`src/rtl/facache_pkg.sv`:
```
// Shared constants, types and helpers for the fully-associative LRU cache.
// Pure declarations: no logic, no latency, no flow control.
package facache_pkg;

    localparam int FACACHE_N  = 8;
    localparam int FACACHE_AW = 16;
    localparam int FACACHE_DW = 16;

    function automatic int clog2(input int value);
        int r;
        r = 0;
        while ((1 << r) < value) r++;
        return r;
    endfunction

    typedef struct packed {
        logic                  v;
        logic [FACACHE_AW-1:0] tag;
        logic [FACACHE_DW-1:0] data;
    } entry_t;

endpackage

```
`src/rtl/facache_n_if.sv`:
```
// Request/response bundle of the cache: read, insert, invalidate, eviction, occupancy.
// Requests and responses are single-cycle pulses; there is no backpressure in either direction.
interface facache_n_if import facache_pkg::*; #(
    parameter int N  = FACACHE_N,
    parameter int AW = FACACHE_AW,
    parameter int DW = FACACHE_DW,
    parameter int IW = clog2(N)
);
    logic          rd_en;
    logic [AW-1:0] rd_adr;
    logic          rd_done;
    logic          rd_hit;
    logic [DW-1:0] rd_data;
    logic          ins_valid;
    logic [AW-1:0] ins_adr;
    logic [DW-1:0] ins_data;
    logic          inv_valid;
    logic [AW-1:0] inv_adr;
    logic          evict_valid;
    logic [AW-1:0] evict_adr;
    logic [DW-1:0] evict_data;
    logic [IW:0]   occupancy;

    modport master (
        output rd_en, rd_adr, ins_valid, ins_adr, ins_data, inv_valid, inv_adr,
        input  rd_done, rd_hit, rd_data, evict_valid, evict_adr, evict_data, occupancy
    );

    modport slave (
        input  rd_en, rd_adr, ins_valid, ins_adr, ins_data, inv_valid, inv_adr,
        output rd_done, rd_hit, rd_data, evict_valid, evict_adr, evict_data, occupancy
    );
endinterface

```
`src/rtl/facache_n_lru_ages.sv`:
```
// True-LRU age array (0 = MRU, N-1 = LRU) with two ordered touches per cycle.
// Touches take effect on the next edge; lru_idx reflects current state; never stalls.
module lru_ages import facache_pkg::*; #(
    parameter int N  = FACACHE_N,
    parameter int IW = clog2(N)
) (
    input  logic          clk,
    input  logic          reset,
    input  logic          touch_a_en,
    input  logic [IW-1:0] touch_a_idx,
    input  logic          touch_b_en,
    input  logic [IW-1:0] touch_b_idx,
    output logic [IW-1:0] lru_idx
);
    logic [IW-1:0] age_q [N];
    logic [IW-1:0] age_m [N];
    logic [IW-1:0] age_d [N];
    logic [IW-1:0] ref_a;
    logic [IW-1:0] ref_b;

    // Touch b sees the ages already updated by touch a, so b always ends as MRU.
    always_comb begin
        ref_a = age_q[touch_a_idx];
        for (int i = 0; i < N; i++) begin
            age_m[i] = age_q[i];
            if (touch_a_en && age_q[i] < ref_a) age_m[i] = age_q[i] + IW'(1);
        end
        if (touch_a_en) age_m[touch_a_idx] = '0;

        ref_b = age_m[touch_b_idx];
        for (int i = 0; i < N; i++) begin
            age_d[i] = age_m[i];
            if (touch_b_en && age_m[i] < ref_b) age_d[i] = age_m[i] + IW'(1);
        end
        if (touch_b_en) age_d[touch_b_idx] = '0;
    end

    always_comb begin
        lru_idx = '0;
        for (int i = 0; i < N; i++) begin
            if (age_q[i] == IW'(N - 1)) lru_idx = IW'(i);
        end
    end

    always_ff @(posedge clk) begin
        if (reset) begin
            for (int i = 0; i < N; i++) age_q[i] <= IW'(i);
        end else begin
            for (int i = 0; i < N; i++) age_q[i] <= age_d[i];
        end
    end
endmodule

```
`src/rtl/facache_n.sv`:
```
// N-entry fully-associative cache with true-LRU replacement, write-update and invalidate.
// Read latency 1 cycle, eviction reported the cycle after the insert; no backpressure, never stalls.
module facache_n import facache_pkg::*; #(
    parameter int N  = FACACHE_N,
    parameter int AW = FACACHE_AW,
    parameter int DW = FACACHE_DW,
    parameter int IW = clog2(N)
) (
    input  logic       clk,
    input  logic       reset,
    facache_n_if.slave bus
);
    localparam int OW = IW + 1;

    typedef struct packed {
        logic          v;
        logic [AW-1:0] tag;
        logic [DW-1:0] data;
    } slot_t;

    slot_t ent_q [N];
    slot_t ent_d [N];

    logic          rd_hit_c, ins_hit, inv_hit, any_free, evict_c, inv_ok;
    logic [IW-1:0] rd_idx, ins_idx, inv_idx, free_idx, tgt_idx, lru_idx;

    logic          rd_done_q, rd_done_d;
    logic          rd_hit_q, rd_hit_d;
    logic [DW-1:0] rd_data_q, rd_data_d;
    logic          evict_valid_q, evict_valid_d;
    logic [AW-1:0] evict_adr_q, evict_adr_d;
    logic [DW-1:0] evict_data_q, evict_data_d;
    logic [OW-1:0] occ_q, occ_d;

    // Descending scan leaves the lowest matching / lowest free index selected.
    always_comb begin
        rd_hit_c = 1'b0; rd_idx   = '0;
        ins_hit  = 1'b0; ins_idx  = '0;
        inv_hit  = 1'b0; inv_idx  = '0;
        any_free = 1'b0; free_idx = '0;
        for (int i = N - 1; i >= 0; i--) begin
            if (ent_q[i].v && ent_q[i].tag == bus.rd_adr)  begin rd_hit_c = 1'b1; rd_idx  = IW'(i); end
            if (ent_q[i].v && ent_q[i].tag == bus.ins_adr) begin ins_hit  = 1'b1; ins_idx = IW'(i); end
            if (ent_q[i].v && ent_q[i].tag == bus.inv_adr) begin inv_hit  = 1'b1; inv_idx = IW'(i); end
            if (!ent_q[i].v) begin any_free = 1'b1; free_idx = IW'(i); end
        end
        tgt_idx = ins_hit ? ins_idx : (any_free ? free_idx : lru_idx);
        evict_c = bus.ins_valid && !ins_hit && !any_free;
        inv_ok  = bus.inv_valid && inv_hit && !(bus.ins_valid && bus.inv_adr == bus.ins_adr);
    end

    always_comb begin
        for (int i = 0; i < N; i++) ent_d[i] = ent_q[i];
        // Insert is applied after invalidate so it wins if both land on the LRU slot.
        if (inv_ok) ent_d[inv_idx].v = 1'b0;
        if (bus.ins_valid) ent_d[tgt_idx] = '{v: 1'b1, tag: bus.ins_adr, data: bus.ins_data};

        occ_d = '0;
        for (int i = 0; i < N; i++) occ_d = occ_d + OW'(ent_d[i].v);

        rd_done_d     = bus.rd_en;
        rd_hit_d      = bus.rd_en && rd_hit_c;
        rd_data_d     = (bus.rd_en && rd_hit_c) ? ent_q[rd_idx].data : '0;
        evict_valid_d = evict_c;
        evict_adr_d   = evict_c ? ent_q[lru_idx].tag  : evict_adr_q;
        evict_data_d  = evict_c ? ent_q[lru_idx].data : evict_data_q;
    end

    lru_ages #(.N(N), .IW(IW)) u_lru (
        .clk         (clk),
        .reset       (reset),
        .touch_a_en  (bus.rd_en && rd_hit_c),
        .touch_a_idx (rd_idx),
        .touch_b_en  (bus.ins_valid),
        .touch_b_idx (tgt_idx),
        .lru_idx     (lru_idx)
    );

    always_ff @(posedge clk) begin
        if (reset) begin
            for (int i = 0; i < N; i++) ent_q[i] <= '0;
            rd_done_q     <= 1'b0;
            rd_hit_q      <= 1'b0;
            rd_data_q     <= '0;
            evict_valid_q <= 1'b0;
            evict_adr_q   <= '0;
            evict_data_q  <= '0;
            occ_q         <= '0;
        end else begin
            for (int i = 0; i < N; i++) ent_q[i] <= ent_d[i];
            rd_done_q     <= rd_done_d;
            rd_hit_q      <= rd_hit_d;
            rd_data_q     <= rd_data_d;
            evict_valid_q <= evict_valid_d;
            evict_adr_q   <= evict_adr_d;
            evict_data_q  <= evict_data_d;
            occ_q         <= occ_d;
        end
    end

    assign bus.rd_done     = rd_done_q;
    assign bus.rd_hit      = rd_hit_q;
    assign bus.rd_data     = rd_data_q;
    assign bus.evict_valid = evict_valid_q;
    assign bus.evict_adr   = evict_adr_q;
    assign bus.evict_data  = evict_data_q;
    assign bus.occupancy   = occ_q;
endmodule

```
`src/flat_wrapper.sv`:
```
// flat-port wrapper written by rule: the top's interface ports become plain ports
module facache_n_flat import facache_pkg::*;
#(
    parameter int N  = FACACHE_N,
    parameter int AW = FACACHE_AW,
    parameter int DW = FACACHE_DW,
    parameter int IW = clog2(N)
)
  (clk, reset, bus_rd_en, bus_rd_adr, bus_ins_valid, bus_ins_adr, bus_ins_data, bus_inv_valid, bus_inv_adr, bus_rd_done, bus_rd_hit, bus_rd_data, bus_evict_valid, bus_evict_adr, bus_evict_data, bus_occupancy);
  facache_n_if #(.N(N), .AW(AW), .DW(DW), .IW(IW)) bus_i ();
  input  logic clk;
  input  logic reset;
  input wire logic [$bits(bus_i.rd_en)-1:0] bus_rd_en;
  input wire logic [$bits(bus_i.rd_adr)-1:0] bus_rd_adr;
  input wire logic [$bits(bus_i.ins_valid)-1:0] bus_ins_valid;
  input wire logic [$bits(bus_i.ins_adr)-1:0] bus_ins_adr;
  input wire logic [$bits(bus_i.ins_data)-1:0] bus_ins_data;
  input wire logic [$bits(bus_i.inv_valid)-1:0] bus_inv_valid;
  input wire logic [$bits(bus_i.inv_adr)-1:0] bus_inv_adr;
  output wire logic [$bits(bus_i.rd_done)-1:0] bus_rd_done;
  output wire logic [$bits(bus_i.rd_hit)-1:0] bus_rd_hit;
  output wire logic [$bits(bus_i.rd_data)-1:0] bus_rd_data;
  output wire logic [$bits(bus_i.evict_valid)-1:0] bus_evict_valid;
  output wire logic [$bits(bus_i.evict_adr)-1:0] bus_evict_adr;
  output wire logic [$bits(bus_i.evict_data)-1:0] bus_evict_data;
  output wire logic [$bits(bus_i.occupancy)-1:0] bus_occupancy;
  assign bus_i.rd_en = bus_rd_en;
  assign bus_i.rd_adr = bus_rd_adr;
  assign bus_i.ins_valid = bus_ins_valid;
  assign bus_i.ins_adr = bus_ins_adr;
  assign bus_i.ins_data = bus_ins_data;
  assign bus_i.inv_valid = bus_inv_valid;
  assign bus_i.inv_adr = bus_inv_adr;
  assign bus_rd_done = bus_i.rd_done;
  assign bus_rd_hit = bus_i.rd_hit;
  assign bus_rd_data = bus_i.rd_data;
  assign bus_evict_valid = bus_i.evict_valid;
  assign bus_evict_adr = bus_i.evict_adr;
  assign bus_evict_data = bus_i.evict_data;
  assign bus_occupancy = bus_i.occupancy;
  facache_n #(.N(N), .AW(AW), .DW(DW), .IW(IW)) u_core (.clk(clk), .reset(reset), .bus(bus_i));
endmodule
```
`config.mk`:
```
export PLATFORM = sky130hd
export DESIGN_NAME = facache_n_flat
export DESIGN_NICKNAME = d
export VERILOG_FILES = /design/src/rtl/facache_pkg.sv /design/src/rtl/facache_n_if.sv /design/src/rtl/facache_n_lru_ages.sv /design/src/rtl/facache_n.sv /design/src/flat_wrapper.sv
export SDC_FILE = /design/constraint.sdc
export NUM_CORES = 2
export LEC_CHECK = 0
export CORE_ASPECT_RATIO = 1.4
export CORE_MARGIN = 3
export CORE_UTILIZATION = 45
export DETAILED_ROUTE_END_ITERATION = 10
export HOLD_SLACK_MARGIN = 0.05
export PLACE_DENSITY = 0.7
export SKIP_CTS_REPAIR_TIMING = 1
export SLEW_MARGIN = 20
export SYNTH_ARGS = -nofsm -noshare
export SYNTH_HDL_FRONTEND = slang
export SYNTH_HIERARCHICAL = 1
export SYNTH_SLANG_ARGS = --single-unit
```
`constraint.sdc`:
```
create_clock -name clk -period 10.65 [get_ports clk]
set_input_delay 1.065 -clock clk [delete_from_list [all_inputs] [get_ports clk]]
set_output_delay 1.065 -clock clk [all_outputs]
set_load 0.01 [all_outputs]
```
==> impl.org <==
** Logic synthesis
- Count of mapped cells out of synthesis :: between 2000 and 3000
- Number of warnings printed during yosys synthesis :: 6
- Counting flops with a built-in enable in the synthesized netlist gives 0.
- Post-synth top area cell :: sky130_fd_sc_hd__dfxtp_1
- After synthesis the netlist holds a flip-flop and latch count of 343.
- Synth cell types :: 93
- In the synthesized netlist the dominant register cell turns out to be sky130_fd_sc_hd__dfxtp_1.
- Fraction of post-synthesis cell area in the top cell type by area :: 28.39%
- Sequential share of the synthesized area :: 28.39%
- Post-Synthesis Net Count :: around 2900
- Synth async-reset ratio :: 0%
- Yosys attributes the largest share of cell area to sky130_fd_sc_hd__dfxtp_1, sky130_fd_sc_hd__mux2i_1, sky130_fd_sc_hd__xnor2_1.
- After synthesis the cells add up to 24190 µm².
- Avg Inst Size Synth :: around 8.8 µm²

** Layout
- Compared with the post-synthesis result, the final layout area differs by 10.97%.
- Post-Layout Inst Area :: 26840 µm²
- Antenna Cells :: 0
- Fraction of final layout cells with drive strength greater than 1 :: roughly 8.9%
- Number of nets in the finished design :: between 2000 and 3000

** CTS
- The clock net in this run drives a total of between 300 and 400 sinks.
- The tree is rooted in a sky130_fd_sc_hd__clkbuf_16.
- Buffers inserted during clock tree synthesis total 36.
- Clock latency on the worst-skew pair :: 0.60 ns
- TritonCTS built the clock tree.
- The H-tree generated during clock tree synthesis spans 2 levels.
- Max Root-Sink Buffers :: 3
- After clock tree synthesis, the clock-pin slew on the worst setup and hold paths is about 0.070 ns.

** Floorplanning
- The die is 280.3 µm tall.
- ~120 I/O pins were placed.
- Initial core utilization :: a little under half
- Die W :: 202.0 µm
- Total Die Area :: ~57000 µm²
- The initialized floorplan defines 99 standard-cell rows.
- The total area inside the core boundary comes to about 53000 µm².

** Min path
- WHS Endpoint :: u_core/ent_q[1][0]$_SDFFE_PP0P_
- In this run the worst hold path is classified as register to register.
- The worst hold path was traced through 2 stages.
- Beginning of the worst hold path :: u_core/ent_q[1][0]$_SDFFE_PP0P_

** Global route
- Global routing consumed, on the met1 layer, between 30% and 40% of the routing resources.
- Total routing usage reported by global routing :: between 30% and 40%
- The initial antenna violation count is 0.
- Grt ovf :: 0
- Global-route met3 utilization :: under 10%
- Entering global routing, the biggest net connects 142 pins.
- In this run the most used layer during global routing was met2.
- Met2 usage in global routing :: approximately three fifths
- The via count of the first global-routing pass came to about 22000.
- The first global-routing pass estimated 142400 µm of wire.

** Power and ir drop
- Max IR drop VDD :: about 0.10 mV
- The analysis attributes to cell leakage a power of just over 10 nW.
- Pwr dens :: around 120 nW/µm²

** Detailed routing
- # DRC :: 0
- The routed layout has about 22000 vias.
- The final layout contains routed wiring with a total length of 97950 µm.
- Iter 0 DRT Violations :: approximately 1900
- The first detailed-routing pass took 6 iterations.
- Remaining antenna violation count :: 0
- Number of vias per cell after detailed routing :: 6.261
- Wire length per cell :: around 28 µm

** Timing
- On the final layout, the worst hold slack is about 0.47 ns.
- Fmax achieved :: 114.1 MHz
- Subtracting the final worst setup slack from the clock period gives approximately 8.8 ns.
- In the finished design, the share of the clock period the worst path needs comes to 82.28%.
- Final hold violation count :: 0
- Setup repair after global routing left no endpoint under its margin.
- Max_slew headroom :: 15.09%
- The number of pins with negative max-slew slack in the final report came to 0.
- Worst setup skew after layout :: 0.04596 ns
- Setup violations remaining at the end of the flow were counted as 0.
- Transition time of the tightest slew-check pin :: about 1.3 ns
- Summed over all failing endpoints, the final setup total negative slack is 0 ns.

** Setup path
- The worst register-to-register path ends at u_core/u_lru/age_q[0][2]$_SDFF_PP0_.
- For the worst setup path, the data required time is between 10 and 15 ns.
- The critical path is of the primary input to register type.
- At the worst endpoint, the arrival time is roughly 9.2 ns.
- For the worst flop-to-flop path, the logic depth is 26.
- Maximum fanout along the worst path :: 19
- Worst R2R Setup Slack :: approximately 2.7 ns
- The worst setup path is launched from a primary input.
- The startpoint identified for the worst register-to-register timing path is u_core/ent_q[7][31]$_SDFFE_PP0P_.
- STA classifies the critical path endpoint as a register.

** Outcome
- Run status :: finished, final reports clean

** Place
- After legalization and detailed placement, the total HPWL measured roughly 70000 µm.
- Buffers placed on the I/O ports in this run total between 100 and 150.
- Cell area after placement :: ~26000 µm²
- At the end of routability-driven placement, the weighted congestion stood at between 1 and 1.5.

** Flow run
- Across the run, the number of max-cap violations was 0.
-- worst max-delay path, stage by stage --
cell and delay [ns]:
sky130_fd_sc_hd__clkdlybuf4s50_1 0.93, sky130_fd_sc_hd__xnor2_1 0.19, sky130_fd_sc_hd__nand4_1 0.14, sky130_fd_sc_hd__or2_2 0.33, sky130_fd_sc_hd__o41ai_1 0.91, sky130_fd_sc_hd__nor2_1 0.22
sky130_fd_sc_hd__nor3_2 0.29, sky130_fd_sc_hd__buf_4 0.30, sky130_fd_sc_hd__mux2i_1 0.21, sky130_fd_sc_hd__nor2_1 0.05, sky130_fd_sc_hd__a31oi_1 0.18, sky130_fd_sc_hd__o22ai_1 0.10
sky130_fd_sc_hd__nor2_1 0.64, sky130_fd_sc_hd__ha_1 0.32, sky130_fd_sc_hd__or2_2 0.13, sky130_fd_sc_hd__a221oi_1 0.05, sky130_fd_sc_hd__a2111oi_2 0.51, sky130_fd_sc_hd__nor2_1 0.10
sky130_fd_sc_hd__mux2i_1 0.24, sky130_fd_sc_hd__nor2_1 0.13, sky130_fd_sc_hd__mux4_2 0.51, sky130_fd_sc_hd__mux2i_1 0.32, sky130_fd_sc_hd__buf_4 0.25, sky130_fd_sc_hd__ha_1 0.30
sky130_fd_sc_hd__nor4_1 0.53, sky130_fd_sc_hd__xnor2_1 0.20, sky130_fd_sc_hd__nor2_1 0.05
-- metrics by stage --
step                total power [mW]  setup WS [ns]  instances  utilization, %
finish                         3.310          1.887       3465           50.99
global route                   3.427          1.416       3465           50.99
CTS                            3.320          2.026       3465           50.99
detailed placement             1.955          1.451       3399           48.55
global placement               1.943          1.680       3399           48.55
floorplan                      1.764          3.295       2743               -
-- sequential cells by signal, summed over array words and instances (netlist names) --
signal and count:
u_core/bus.rd_done 1, u_core/bus.rd_data 16, u_core/bus.evict_valid 1, u_core/bus.evict_data 16, u_core/bus.rd_hit 1, u_core/ent_q 264
u_core/u_lru/age_q 24, u_core/bus.occupancy 4, u_core/bus.evict_adr 16
-- report_power, final --
group	leakage, nW	switching [mW]	internal (mW)
clock network	0.631	0.577	0.791
registers	2.77	0.0527	1.31
logic	6.92	0.362	0.217
-- cells in the mapped netlist, types with 22 or more instances --
master,number
sky130_fd_sc_hd__dfxtp_1,343
sky130_fd_sc_hd__nor3_1,26
sky130_fd_sc_hd__mux2i_1,278
sky130_fd_sc_hd__nand4_1,47
sky130_fd_sc_hd__a211oi_1,41
sky130_fd_sc_hd__nor2b_1,23
sky130_fd_sc_hd__xnor2_1,203
sky130_fd_sc_hd__buf_6,25
sky130_fd_sc_hd__nand3_1,100
sky130_fd_sc_hd__a21oi_1,134
sky130_fd_sc_hd__mux4_2,66
sky130_fd_sc_hd__inv_1,25
sky130_fd_sc_hd__nand2b_1,22
sky130_fd_sc_hd__buf_2,57
sky130_fd_sc_hd__nand2_1,233
sky130_fd_sc_hd__nor4_1,75
sky130_fd_sc_hd__o21ai_0,69
sky130_fd_sc_hd__xor2_1,201
sky130_fd_sc_hd__ha_1,49
sky130_fd_sc_hd__clkbuf_1,112
sky130_fd_sc_hd__nor2_1,299
-- cell usage in the layout, fill, tap and decap left out, types with 9 or more instances in the layout --
master | synthesis | routed
sky130_fd_sc_hd__a31oi_1 | 14 | 14
sky130_fd_sc_hd__or4_1 | 19 | 19
sky130_fd_sc_hd__mux2_4 | 15 | 15
sky130_fd_sc_hd__clkbuf_8 | 0 | 12
sky130_fd_sc_hd__nor3_1 | 26 | 25
sky130_fd_sc_hd__nor2_1 | 299 | 299
sky130_fd_sc_hd__nand3b_1 | 9 | 9
sky130_fd_sc_hd__a21oi_1 | 134 | 133
sky130_fd_sc_hd__clkdlybuf4s50_1 | 0 | 122
sky130_fd_sc_hd__nand3_1 | 100 | 100
sky130_fd_sc_hd__nor2b_1 | 23 | 23
sky130_fd_sc_hd__a211oi_1 | 41 | 41
sky130_fd_sc_hd__ha_1 | 49 | 49
sky130_fd_sc_hd__a2111o_1 | 19 | 19
sky130_fd_sc_hd__maj3_1 | 12 | 12
sky130_fd_sc_hd__dfxtp_1 | 343 | 343
sky130_fd_sc_hd__o2bb2ai_1 | 16 | 16
sky130_fd_sc_hd__mux2i_1 | 278 | 278
sky130_fd_sc_hd__xor2_1 | 201 | 201
sky130_fd_sc_hd__xnor2_1 | 203 | 203
sky130_fd_sc_hd__or2_2 | 9 | 9
sky130_fd_sc_hd__o21ai_0 | 69 | 69
sky130_fd_sc_hd__nand2_1 | 233 | 231
sky130_fd_sc_hd__mux4_2 | 66 | 66
sky130_fd_sc_hd__nand4_1 | 47 | 47
sky130_fd_sc_hd__buf_4 | 19 | 52
sky130_fd_sc_hd__and2_1 | 10 | 10
sky130_fd_sc_hd__nor4_1 | 75 | 75
sky130_fd_sc_hd__inv_1 | 25 | 25
sky130_fd_sc_hd__clkbuf_16 | 0 | 36
sky130_fd_sc_hd__nand2b_1 | 22 | 21
-- how the worst max path moves through the flow --
stage | startpoint | to | slack (ns)
detailed placement | bus_rd_adr[0] | u_core/u_lru/age_q[0][2]$_SDFF_PP0_ | 1.45
floorplan | bus_rd_adr[13] | u_core/u_lru/age_q[7][2]$_SDFF_PP1_ | 3.29
finish | bus_rd_adr[7] | u_core/u_lru/age_q[0][2]$_SDFF_PP0_ | 1.89
CTS | bus_rd_adr[15] | u_core/u_lru/age_q[0][2]$_SDFF_PP0_ | 2.03
global route | bus_rd_adr[15] | u_core/u_lru/age_q[0][2]$_SDFF_PP0_ | 1.42
global placement | bus_rd_adr[15] | u_core/u_lru/age_q[4][2]$_SDFF_PP1_ | 1.68
-- kinds of logic after synthesis --
group	after synthesis	share of synthesized area [%]
adder cells (fa/ha/maj)	66	3.419
XOR/XNOR	404	14.63
multiplexers	363	18.78
flip-flops	343	28.39
buffers and inverters	251	5.359
AO/OA/AOI/OAI	374	10.37
AND/OR/NAND/NOR	942	19.07
-- cell type report --
cell class / count / area [µm²]
Clock buffer: 53 / 1085
Clock inverter: 13 / 197.7
Fill cell: 4960 / 25800
Inverter: 25 / 93.84
Multi-Input combinational cell: 2149 / 16090
Sequential cell: 343 / 6867
Tap cell: 707 / 884.6
Timing Repair Buffer: 175 / 1627
-- layer usage --
layer | routed length (µm) | up-vias
met3 | 5624 | 328
met2 | 48800 | 1019
met5 | 0 | -
met1 | 34970 | 10620
li1 | - | 9728
met4 | 8551 | 0
Note: power is estimated with default switching activity, not from simulation.
